**config.mk**
```make
export PLATFORM = sky130hd
export DESIGN_NAME = imm_gen_pipe
export DESIGN_NICKNAME = d
export VERILOG_FILES = /design/src/rtl/imm_gen_pipe.sv
export SDC_FILE = /design/constraint.sdc
export NUM_CORES = 1
export LEC_CHECK = 0
export BUFFER_PORTS_ARGS = -buffer_cell sky130_fd_sc_hd__buf_2
export CELL_PAD_IN_SITES_DETAIL_PLACEMENT = 1
export CELL_PAD_IN_SITES_GLOBAL_PLACEMENT = 2
export CORE_MARGIN = 2
export CORE_UTILIZATION = 37
export CTS_CLUSTER_SIZE = 24
export DETAILED_ROUTE_END_ITERATION = 7
export GPL_TIMING_DRIVEN = 0
export PLACE_DENSITY_LB_ADDON = 0.1
export SYNTH_ARGS = -nofsm -noshare
export SYNTH_HDL_FRONTEND = slang
export SYNTH_SLANG_ARGS = --single-unit
```
**constraint.sdc**
```tcl
create_clock -name clk -period 5.6 [get_ports clk]
set_input_delay 0.56 -clock clk [delete_from_list [all_inputs] [get_ports clk]]
set_output_delay 0.56 -clock clk [all_outputs]
set_load 0.005 [all_outputs]
```
**src/rtl/imm_gen_pipe.sv**
```systemverilog
// Two-stage elastic immediate generator: S1 holds the raw instruction, S2 the formatted immediate.
// Define IMM_GEN_RVC_EN to make the compressed selects (CI, CIW) legal; otherwise they report err_out.
module imm_gen_pipe #(
    parameter int XLEN  = 32,
    parameter int TAG_W = 4
) (
    input  logic             clk,
    input  logic             rst,
    input  logic             in_valid,
    output logic             in_ready,
    input  logic [31:0]      inst_in,
    input  logic [2:0]       imm_sel,
    input  logic [TAG_W-1:0] tag_in,
    output logic             out_valid,
    input  logic             out_ready,
    output logic [XLEN-1:0]  imm_out,
    output logic [TAG_W-1:0] tag_out,
    output logic             err_out
);

    typedef enum logic [2:0] {
        SEL_I   = 3'd0,
        SEL_S   = 3'd1,
        SEL_B   = 3'd2,
        SEL_U   = 3'd3,
        SEL_J   = 3'd4,
        SEL_Z   = 3'd5,
        SEL_CI  = 3'd6,
        SEL_CIW = 3'd7
    } imm_sel_e;

    // Only the instruction bits some legal format reads are stored.
`ifdef IMM_GEN_RVC_EN
    localparam int INST_LO = 2;
`else
    localparam int INST_LO = 7;
`endif

    logic                s1_valid_q, s1_valid_d;
    logic [31:INST_LO]   s1_inst_q,  s1_inst_d;
    imm_sel_e            s1_sel_q,   s1_sel_d;
    logic [TAG_W-1:0]    s1_tag_q,   s1_tag_d;

    logic                s2_valid_q, s2_valid_d;
    logic [XLEN-1:0]     s2_imm_q,   s2_imm_d;
    logic [TAG_W-1:0]    s2_tag_q,   s2_tag_d;
    logic                s2_err_q,   s2_err_d;

    logic                s2_load;
    logic [31:0]         fmt32;
    logic                fmt_err;

    always_comb begin
        fmt32   = '0;
        fmt_err = 1'b0;
        case (s1_sel_q)
            SEL_I: fmt32 = {{20{s1_inst_q[31]}}, s1_inst_q[31:20]};
            SEL_S: fmt32 = {{20{s1_inst_q[31]}}, s1_inst_q[31:25], s1_inst_q[11:7]};
            SEL_B: fmt32 = {{19{s1_inst_q[31]}}, s1_inst_q[31], s1_inst_q[7],
                            s1_inst_q[30:25], s1_inst_q[11:8], 1'b0};
            SEL_U: fmt32 = {s1_inst_q[31:12], 12'b0};
            SEL_J: fmt32 = {{11{s1_inst_q[31]}}, s1_inst_q[31], s1_inst_q[19:12],
                            s1_inst_q[20], s1_inst_q[30:21], 1'b0};
            SEL_Z: fmt32 = {27'b0, s1_inst_q[19:15]};
`ifdef IMM_GEN_RVC_EN
            SEL_CI:  fmt32 = {{26{s1_inst_q[12]}}, s1_inst_q[12], s1_inst_q[6:2]};
            SEL_CIW: fmt32 = {22'b0, s1_inst_q[10:7], s1_inst_q[12:11],
                              s1_inst_q[5], s1_inst_q[6], 2'b00};
`endif
            default: begin
                fmt32   = '0;
                fmt_err = 1'b1;
            end
        endcase
    end

    always_comb begin
        s2_load  = !s2_valid_q || out_ready;
        in_ready = !s1_valid_q || s2_load;

        s1_valid_d = s1_valid_q;
        s1_inst_d  = s1_inst_q;
        s1_sel_d   = s1_sel_q;
        s1_tag_d   = s1_tag_q;
        if (in_ready) begin
            s1_valid_d = in_valid;
        end
        if (in_valid && in_ready) begin
            s1_inst_d = inst_in[31:INST_LO];
            s1_sel_d  = imm_sel_e'(imm_sel);
            s1_tag_d  = tag_in;
        end

        s2_valid_d = s2_valid_q;
        s2_imm_d   = s2_imm_q;
        s2_tag_d   = s2_tag_q;
        s2_err_d   = s2_err_q;
        if (s2_load) begin
            s2_valid_d = s1_valid_q;
        end
        if (s2_load && s1_valid_q) begin
            // Zero-extended fields never reach bit 31, so one signed widening covers every format.
            s2_imm_d = XLEN'($signed(fmt32));
            s2_tag_d = s1_tag_q;
            s2_err_d = fmt_err;
        end
    end

    always_ff @(posedge clk or posedge rst) begin
        if (rst) begin
            s1_valid_q <= 1'b0;
            s1_inst_q  <= '0;
            s1_sel_q   <= SEL_I;
            s1_tag_q   <= '0;
            s2_valid_q <= 1'b0;
            s2_imm_q   <= '0;
            s2_tag_q   <= '0;
            s2_err_q   <= 1'b0;
        end else begin
            s1_valid_q <= s1_valid_d;
            s1_inst_q  <= s1_inst_d;
            s1_sel_q   <= s1_sel_d;
            s1_tag_q   <= s1_tag_d;
            s2_valid_q <= s2_valid_d;
            s2_imm_q   <= s2_imm_d;
            s2_tag_q   <= s2_tag_d;
            s2_err_q   <= s2_err_d;
        end
    end

    assign out_valid = s2_valid_q;
    assign imm_out   = s2_imm_q;
    assign tag_out   = s2_tag_q;
    assign err_out   = s2_err_q;

endmodule

```
Word level (Yosys, flattened, before mapping)
Index checks and enable logic that the tools add are counted.

Bits in registers: 71. Input bits: 43. Output and inout bits: 39. Logic and storage cells: 23.

Eq/ne operators: 5. Mux-type cells: 2. Reduce and logical (&&, ||, !) cells: 8.

Operators with widths (count): one-hot mux 32 bit (6 select lines) (1); equality test 3 x 2 -> 1 bit, second input constant (2); equality test 3 bit, second input constant (2); OR reduction 6 bit (1); equality test 3 x 1 -> 1 bit, second input constant (1); logical NOT 3 bit (1); logical AND 1 bit (2); logical NOT 1 bit (2); logical OR 1 bit (2); 2-to-1 mux 1 bit (1).

Longest topological paths before layout
Gate-level depths: netlist of the first run.

Word-level depth: 4. Depth in mapped cells: 5. Mapped depth without buffers: 3.

Least setup slack after synthesis of the first run
OpenSTA, ideal clock, no wires.

Kind: input-to-reg. From: input port out_ready. To: register s2_tag_q[0] (netlist: tag_out[0]). Setup time: 0.128 ns. Arrival time: 1.406 ns. Data required time: 5.472 ns. Path slack: 4.066 ns. Cell stages on the path: 5. Path buffers: 2. Path through: nand2b_1 buf_4 nand2_1 buf_2 mux2_1.

Word-level cells in the longest chain between the ends: 2.

RTL lines: start, declared (line 15) `input logic out_ready,`; logical OR 1 bit (line 78) `s2_load = !s2_valid_q || out_ready;`; logical AND 1 bit (line 101) `if (s2_load && s1_valid_q) begin`; end signal, assigned (line 126) `s2_tag_q <= s2_tag_d;`; end, declared (line 46) `logic [TAG_W-1:0] s2_tag_q, s2_tag_d;`.

No other way between the ends. A chain may end at the register's enable or synchronous reset.

Worst setup path in the final report of the first run
From: register s1_valid_q. To: output port in_ready.

Word-level cells in the longest chain between the ends: 2.

RTL lines: start, declared (line 39) `logic s1_valid_q, s1_valid_d;`; start signal, assigned (line 120) `s1_valid_q <= s1_valid_d;`; logical NOT 1 bit (line 79) `in_ready = !s1_valid_q || s2_load;`; logical OR 1 bit (line 79); end, declared (line 10) `output logic in_ready,`.

No other way between the ends.

==> results.md, run 1 <==
* Outcome: finished clean
* H-tree depth at 3
* Synth Area in XOR/XNOR at 0
* DR iter-0 viols at 64
* Synth Area in Compound Gates at 0.164
* Crit start category: flop
* Seq/Total Area, Yosys at 0.572
* Global-route wire length before repair at 12100 microns
* Largest net degree at the start of global routing at 40
* Die area at approximately 9100 sq um
* Ports at roughly 80
* Post-synthesis mux area share at 0.147
* Starting Density at 0.380
* Synth unique cells at 37
* Worst Clk Skew at 6.65 ps
* Final critical-path required period at between 1500 and 2000 ps
* Seq cells post-synth at 71
* CTS resizes at 0
* Drt pass-1 iters at 4
* Leakage at about 1.7 nW
* Layout Nets at 360
* Port Buffer Count at 74
* Crit path DAT at 1170 ps
* Slew at the pin with the worst max-slew slack at between 600 and 700 ps
* Layout overhead on the synthesized area at 22.7%
* Synth cell count leaders: dfrtp_1, mux2_1, nand2_1
* FFs w/ async S/R, synth at 1.00
* Synthesized area at a little over 3000 sq um
* Final Setup Violations at 0
* Required @ worst endpoint at between 5000 and 6000 ps
* Place WS at around 3800 ps
* WL final at between 7000 and 8000 microns
* Worst-path maximum fanout at 10
* Fmax at between 0.5 and 0.6 GHz
* Worst setup EP type: output port
* Bufs on Longest Clock Path at 2
* Synth top area share at 0.572
* Core region area at approximately 8200 sq um
* Post-DRT Antenna Nets at 0
* Antenna violations before repair at 0
* Peak VDD IR at roughly 0.18 mV
* Post-Layout Cell Count at around 430
* Post-synthesis simple-gate area fraction at 0.0693
* Clock Tree Root: clkbuf_8
* Ys flop type: dfrtp_1
* Yosys warnings at 0
* Kind of critical path: flop to output port
* Crit path cell chain: buf_4 -> nand3b_2 -> buf_2
* Total gr overflow at 0
* CTS Buf Count at 9
* Count of pins over their slew limit at 0
* CP max-delay cell: dfrtp_1
* Site Rows at 33
* Largest family of logic cells by synthesized area: compound AO/OA/AOI/OAI gates
* DRC viols at 0
* EDFF count, synth at 0
* Most numerous cell in the Yosys netlist: dfrtp_1
* DIE WIDTH at 95.6 microns
* Hold-fix buffers, CTS at 0
* Cell Pwr Density at ~370 nW/um^2
* CTS tree: done
* Post-CTS setup buffers at 0
* Clock Sinks at between 70 and 80
* Synth Area in Adders at 0.00363
* Clock transition at the registers of the reported paths at ~70 ps
* Part of the cycle the worst path needs at 0.308
* Via/cell ratio at between 5 and 6
* GRT Util Overall at 0.178
* DP HPWL at 5250 microns
* Vias at 2184
* Worst hold path type: input pin to asynchronous set/reset pin
* Syn_nets at 274
* Placed cell count at 411
* Slew margin rel. at 0.581
* WP buf/inv at 2
* Number of global-route vias before repair at approximately 2400
* Ant diodes at 0
* CP top delay family: flip-flops
* Top cells by area, synth: dfrtp_1, mux2_1, a31oi_2, a21oi_1, a221o_1
* Mean Syn Cell Area at 13.4 sq um
* Synth area leader: dfrtp_1
* Unrepaired setup endpoints after global routing: false
* Die height at between 90 and 100 microns
* Mapped Cells at 231
* Worst skew pair latency at between 300 and 400 ps
* Routability congestion estimate from global placement at 0.710
* Delay of the slowest critical-path stage at between 300 and 400 ps
* Setup TNS at 0 ps
* Share of layout cells above drive strength 1 at 0.386
* Total of max-cap violations at 0
* Final Hold Violating Endpoints at 0
* Post-DR wirelength/cell at 17.3 microns
* Final worst slack at about 3900 ps
==> cells in the final DEF, fill, tap and decap left out, types with 3 or more instances in the layout <==
master and n:
mux2_1 37, nor2_1 5, dfrtp_1 71, a221o_1 8
o21ai_0 4, a31oi_1 5, a31oi_2 10, buf_4 3
buf_6 6, a22o_1 6, a211o_1 4, nand2b_1 3
clkbuf_8 9, clkbuf_1 5, mux2i_1 4, a21oi_1 16
buf_2 79, nand2_1 19
==> power by group <==
group | switching [W] | internal (W)
Clock | 0.000183 | 0.000202
Sequential | 0.0000675 | 0.000616
Combinational | 0.000158 | 0.000169
Total | 0.000408 | 0.000987
==> state kept, by name (all words and copies together), names as in the netlist <==
name,count
s1_tag_q,4
imm_out,32
s1_sel_q,3
s1_inst_q,25
s1_valid_q,1
err_out,1
out_valid,1
tag_out,4
==> layout make-up <==
type	count	area, sq um
inverters	2	10.0
well taps	105	131
clock buffers	11	131
multi-input cells	141	1190
flip-flops and latches	71	1780
plain buffers	17	126
clock inverters	4	47.5
repair buffers	75	390
fillers	902	4370
==> metal layers <==
layer,up-vias,track usage,part of all wire
met2,54,0.304,0.50
met1,1099,0.214,0.43
met4,0,0.0726,0.014
met5,-,0,0
li1,1024,-,-
met3,7,0.0451,0.061
==> worst reg2reg max path, delay by kind of cell (launching register included) <==
family                 cells  cell delay (ps)
AO/OA/AOI/OAI              1              410
buffers and inverters      2              450
flip-flops                 1              420
AND/OR/NAND/NOR            2              170
==> final timing paths <==
path	from	slack [ps]	cells after the start	to
max	s1_valid_q$_DFFE_PP0N_	3870	3	in_ready
min	rst	220	2	s1_inst_q[18]$_DFFE_PP0P_
max reg2reg	out_valid$_DFFE_PP0P_	4050	5	imm_out[12]$_DFFE_PP0P_
min reg2reg	s1_tag_q[2]$_DFFE_PP0P_	480	1	tag_out[2]$_DFFE_PP0P_
max in group asynchronous	rst	4820	3	imm_out[30]$_DFFE_PP0P_
min in group clk	inst_in[23]	420	2	s1_inst_q[23]$_DFFE_PP0P_
==> through the flow <==
stage	hold WS [ps]	cell area [sq um]	util	total power (W)
floorplan	454	3100	-	0.000883
global placement	463	3610	0.441	0.00102
detailed placement	472	3630	0.444	0.00103
CTS	227	3810	0.466	0.00142
global route	239	3810	0.466	0.00149
finish	218	3810	0.466	0.00140
==> cell families (layout without fill, tap and decap cells) <==
logic type,Yosys count,count (layout)
mux,41,41
fa+ha+maj,1,1
buf+inv,19,109
compound gates,61,61
simple gates,38,38
flops,71,71
No activity file was read; power rests on OpenSTA's default activity.
==> inputs of run 2 (changes only) <==
--- a/config.mk
+++ b/config.mk
@@ -9,7 +9,7 @@
 export CELL_PAD_IN_SITES_DETAIL_PLACEMENT = 1
 export CELL_PAD_IN_SITES_GLOBAL_PLACEMENT = 2
 export CORE_MARGIN = 2
-export CORE_UTILIZATION = 37
+export CORE_UTILIZATION = 31
 export CTS_CLUSTER_SIZE = 24
 export DETAILED_ROUTE_END_ITERATION = 7
 export GPL_TIMING_DRIVEN = 0
==> constraint.sdc (replaced) <==
create_clock -name clk -period 1.55 [get_ports clk]
set_input_delay 0.155 -clock clk [delete_from_list [all_inputs] [get_ports clk]]
set_output_delay 0.155 -clock clk [all_outputs]
set_load 0.005 [all_outputs]
==> results.md, run 2 (synthesized netlist as in run 1, its figures left out) <==
* Outcome: finished clean
* CTS tree: done
* Final Setup Violations at 0 (unchanged)
* Ant diodes at 0 (unchanged)
* Share of layout cells above drive strength 1 at 0.401 (+0.0149)
* Slew at the pin with the worst max-slew slack at 481 ps (-148 ps)
* Required @ worst endpoint at 1780 ps (-3260 ps)
* Most common cell after layout, fill and taps aside: buf_2
* Met3 GRT Util at 0.0307 (-0.0144)
* Clock Sinks at 71 (unchanged)
* Met1 Resource Use GR at 0.210 (-0.00343)
* Commonest non-fill, non-tap cells in the layout: buf_2, dfrtp_1, mux2_1
* DR iter-0 viols at 67 (+4.7%)
* Final critical-path required period at ~1500 ps
* Unrepaired setup endpoints after global routing: true
* Fmax at approximately 0.68 GHz
* Site Rows at 36 (+9.1%)
* Max reg flops at 32 (unchanged)
* Crit path cell chain: buf_6 -> nand3b_2 -> nand2_4 -> buf_6 -> mux2_1
* Number of global-route vias before repair at 2332 (-1.6%)
* CP most frequent cell: buf_6
* Slew margin rel. at 0.680 (+0.0987)
* WL final at 7870 microns (+6.6%)
* Peak VDD IR at 0.440 mV (+150%)
* Layout overhead on the synthesized area at 28.3%
* Largest net degree at the start of global routing at 29 (-28%)
* Part of the cycle the worst path needs at 0.948
* Placed cell count at 440 (+7.1%)
* Place WS at -10.5 ps (-3790 ps)
* Worst-path maximum fanout at 10 (unchanged)
* Kind of critical path: flop to flop
* Fin util at 0.409 (-0.0563)
* Bufs on Longest Clock Path at 2 (unchanged)
* Ports at 82 (unchanged)
* DP HPWL at 5490 microns (+4.6%)
* GRT Util Overall at 0.155 (-0.0231)
* Filler cells at 1084 (+20%)
* DIE WIDTH at 104 microns (+8.9%)
* Worst Clk Skew at 11.9 ps (+5.20 ps)
* Int Power at 0.00377 W (+280%)
* Total gr overflow at 0 (unchanged)
* Global-route wire length before repair at 13100 microns (+7.7%)
* Clock power share at 0.312 (+0.036)
* CP max-delay cell: dfrtp_1
* Die height at 104 microns (+8.9%)
* Final worst slack at 81.2 ps (-3790 ps)
* Total of max-cap violations at 0 (unchanged)
* Post-DRT Antenna Nets at 0 (unchanged)
* Clock Tree Root: clkbuf_8
* Delay of the slowest critical-path stage at 380 ps (+20 ps)
* DRC viols at 0 (unchanged)
* Post-Layout Cell Count at 462 (+8.5%)
* Antenna violations before repair at 0 (unchanged)
* Cell area after layout at 3980 sq um (+4.6%)
* Worst skew pair latency at 350 ps (about the same)
* Sequential power share at 0.461 (-0.029)
* CTS Buf Count at 9 (unchanged)
* Layout Nets at 367 (+1.9%)
* Crit start category: flop
* Routability congestion estimate from global placement at 0.710 (about the same)
* P_sw at 0.00160 W (+290%)
* Leakage at 1.79 nW (+3.3%)
* Vias at 2213 (+1.3%)
* Die area at 10800 sq um (+19%)
* Final Hold Violating Endpoints at 0 (unchanged)
* Worst hold path type: input pin to flop
* Area of the multi-input gates at 1200 sq um (+0.94%)
* Met2 Track Usage GR at 0.245 (-0.0589)
* Count of pins over their slew limit at 0 (unchanged)
* Post-DR wirelength/cell at 17.0 microns (-1.7%)
* Core region area at 9730 sq um (+19%)
* H-tree depth at 3 (unchanged)
* DP Area at 3680 sq um (+1.6%)
* Most Used Layer, Global Route: met2
* Comb pwr share at 0.227 (-0.007)
* Via/cell ratio at 4.79 (-6.6%)
* Starting Density at 0.319 (-0.0606)
* Drt pass-1 iters at 4 (unchanged)
* Cell Pwr Density at 1350 nW/um^2 (+270%)
* Reg area at 1780 sq um (unchanged)
* Port Buffer Count at 74 (unchanged)
* Crit path DAT at 1700 ps (+530 ps)
* Clock transition at the registers of the reported paths at 90 ps (+20 ps)
* Worst setup EP type: flop
* Sw Share at 0.298 (+0.00557)
run 2: cell types whose count changed in the layout (fill, tap and decap cells not counted), sizes merged:
cell / previous run / this run
dlygate4sd3: 0 / 4
clkinvlp: 1 / 4
buf: 89 / 91
bufinv: 1 / 2
clkbuf: 14 / 13
clkinv: 2 / 1
run 2: timing repair:
action,in CTS,in global routing
hold buffers,4,0
setup buffers,0,2
endpoints found under the setup margin,7,56
pin swaps,0,1
hold endpoints to repair,19,0
gates cloned,0,0
gates resized for setup,2,6
run 2: worst paths after layout:
check,from,to,slack [ps],cells after the start
max,s1_valid_q$_DFFE_PP0N_,s1_inst_q[22]$_DFFE_PP0P_,80,5
min,inst_in[14],s1_inst_q[14]$_DFFE_PP0P_,10,2
max reg2reg,s1_valid_q$_DFFE_PP0N_,s1_inst_q[22]$_DFFE_PP0P_,80,5
min reg2reg,s1_tag_q[0]$_DFFE_PP0P_,tag_out[0]$_DFFE_PP0P_,490,1
max in group asynchronous,rst,imm_out[6]$_DFFE_PP0P_,510,5
min in group asynchronous,rst,s1_inst_q[9]$_DFFE_PP0P_,350,3
run 2: power by group through the flow:
stage | clock, W | combinational [W] | sequential [W]
6_report | 0.00167 | 0.00122 | 0.00247
3_3_place_gp | 0 | 0.00119 | 0.00251
2_1_floorplan | 0 | 0.000714 | 0.00248
4_1_cts | 0.00170 | 0.00123 | 0.00248
3_5_place_dp | 0 | 0.00122 | 0.00251
5_1_grt | 0.00178 | 0.00137 | 0.00253
run 2: metal layers:
| metal | share of wire | up-vias |
|---|---|---|
| li1 | - | 1035 |
| met1 | 0.47 | 1114 |
| met2 | 0.47 | 54 |
| met3 | 0.045 | 10 |
| met4 | 0.015 | 0 |
| met5 | 0 | - |
run 2: critical path: cells and delay by family (launching register included):
kind | cells | cell delay, ps
buffers and inverters | 2 | 340
DFF | 1 | 380
muxes | 1 | 340
and+or+nand+nor | 2 | 270
run 2: final cells by class:
class                   count  share of cell area
flip-flops and latches     71               0.446
multi-input cells         141               0.302
repair buffers             82               0.117
well taps                 133              0.0418
plain buffers              17              0.0349
clock buffers               9              0.0311
clock inverters             7              0.0242
inverters                   2             0.00283
run 2: metrics by stage:
step / TNS, ps / hold WS (ps) / power [W]
floorplan: 0 / 263 / 0.00319
global placement: 0 / 366 / 0.00369
detailed placement: -10.5 / 179 / 0.00373
CTS: 0 / 2.81 / 0.00542
global route: -47.2 / 8.18 / 0.00568
finish: 0 / 12.5 / 0.00537
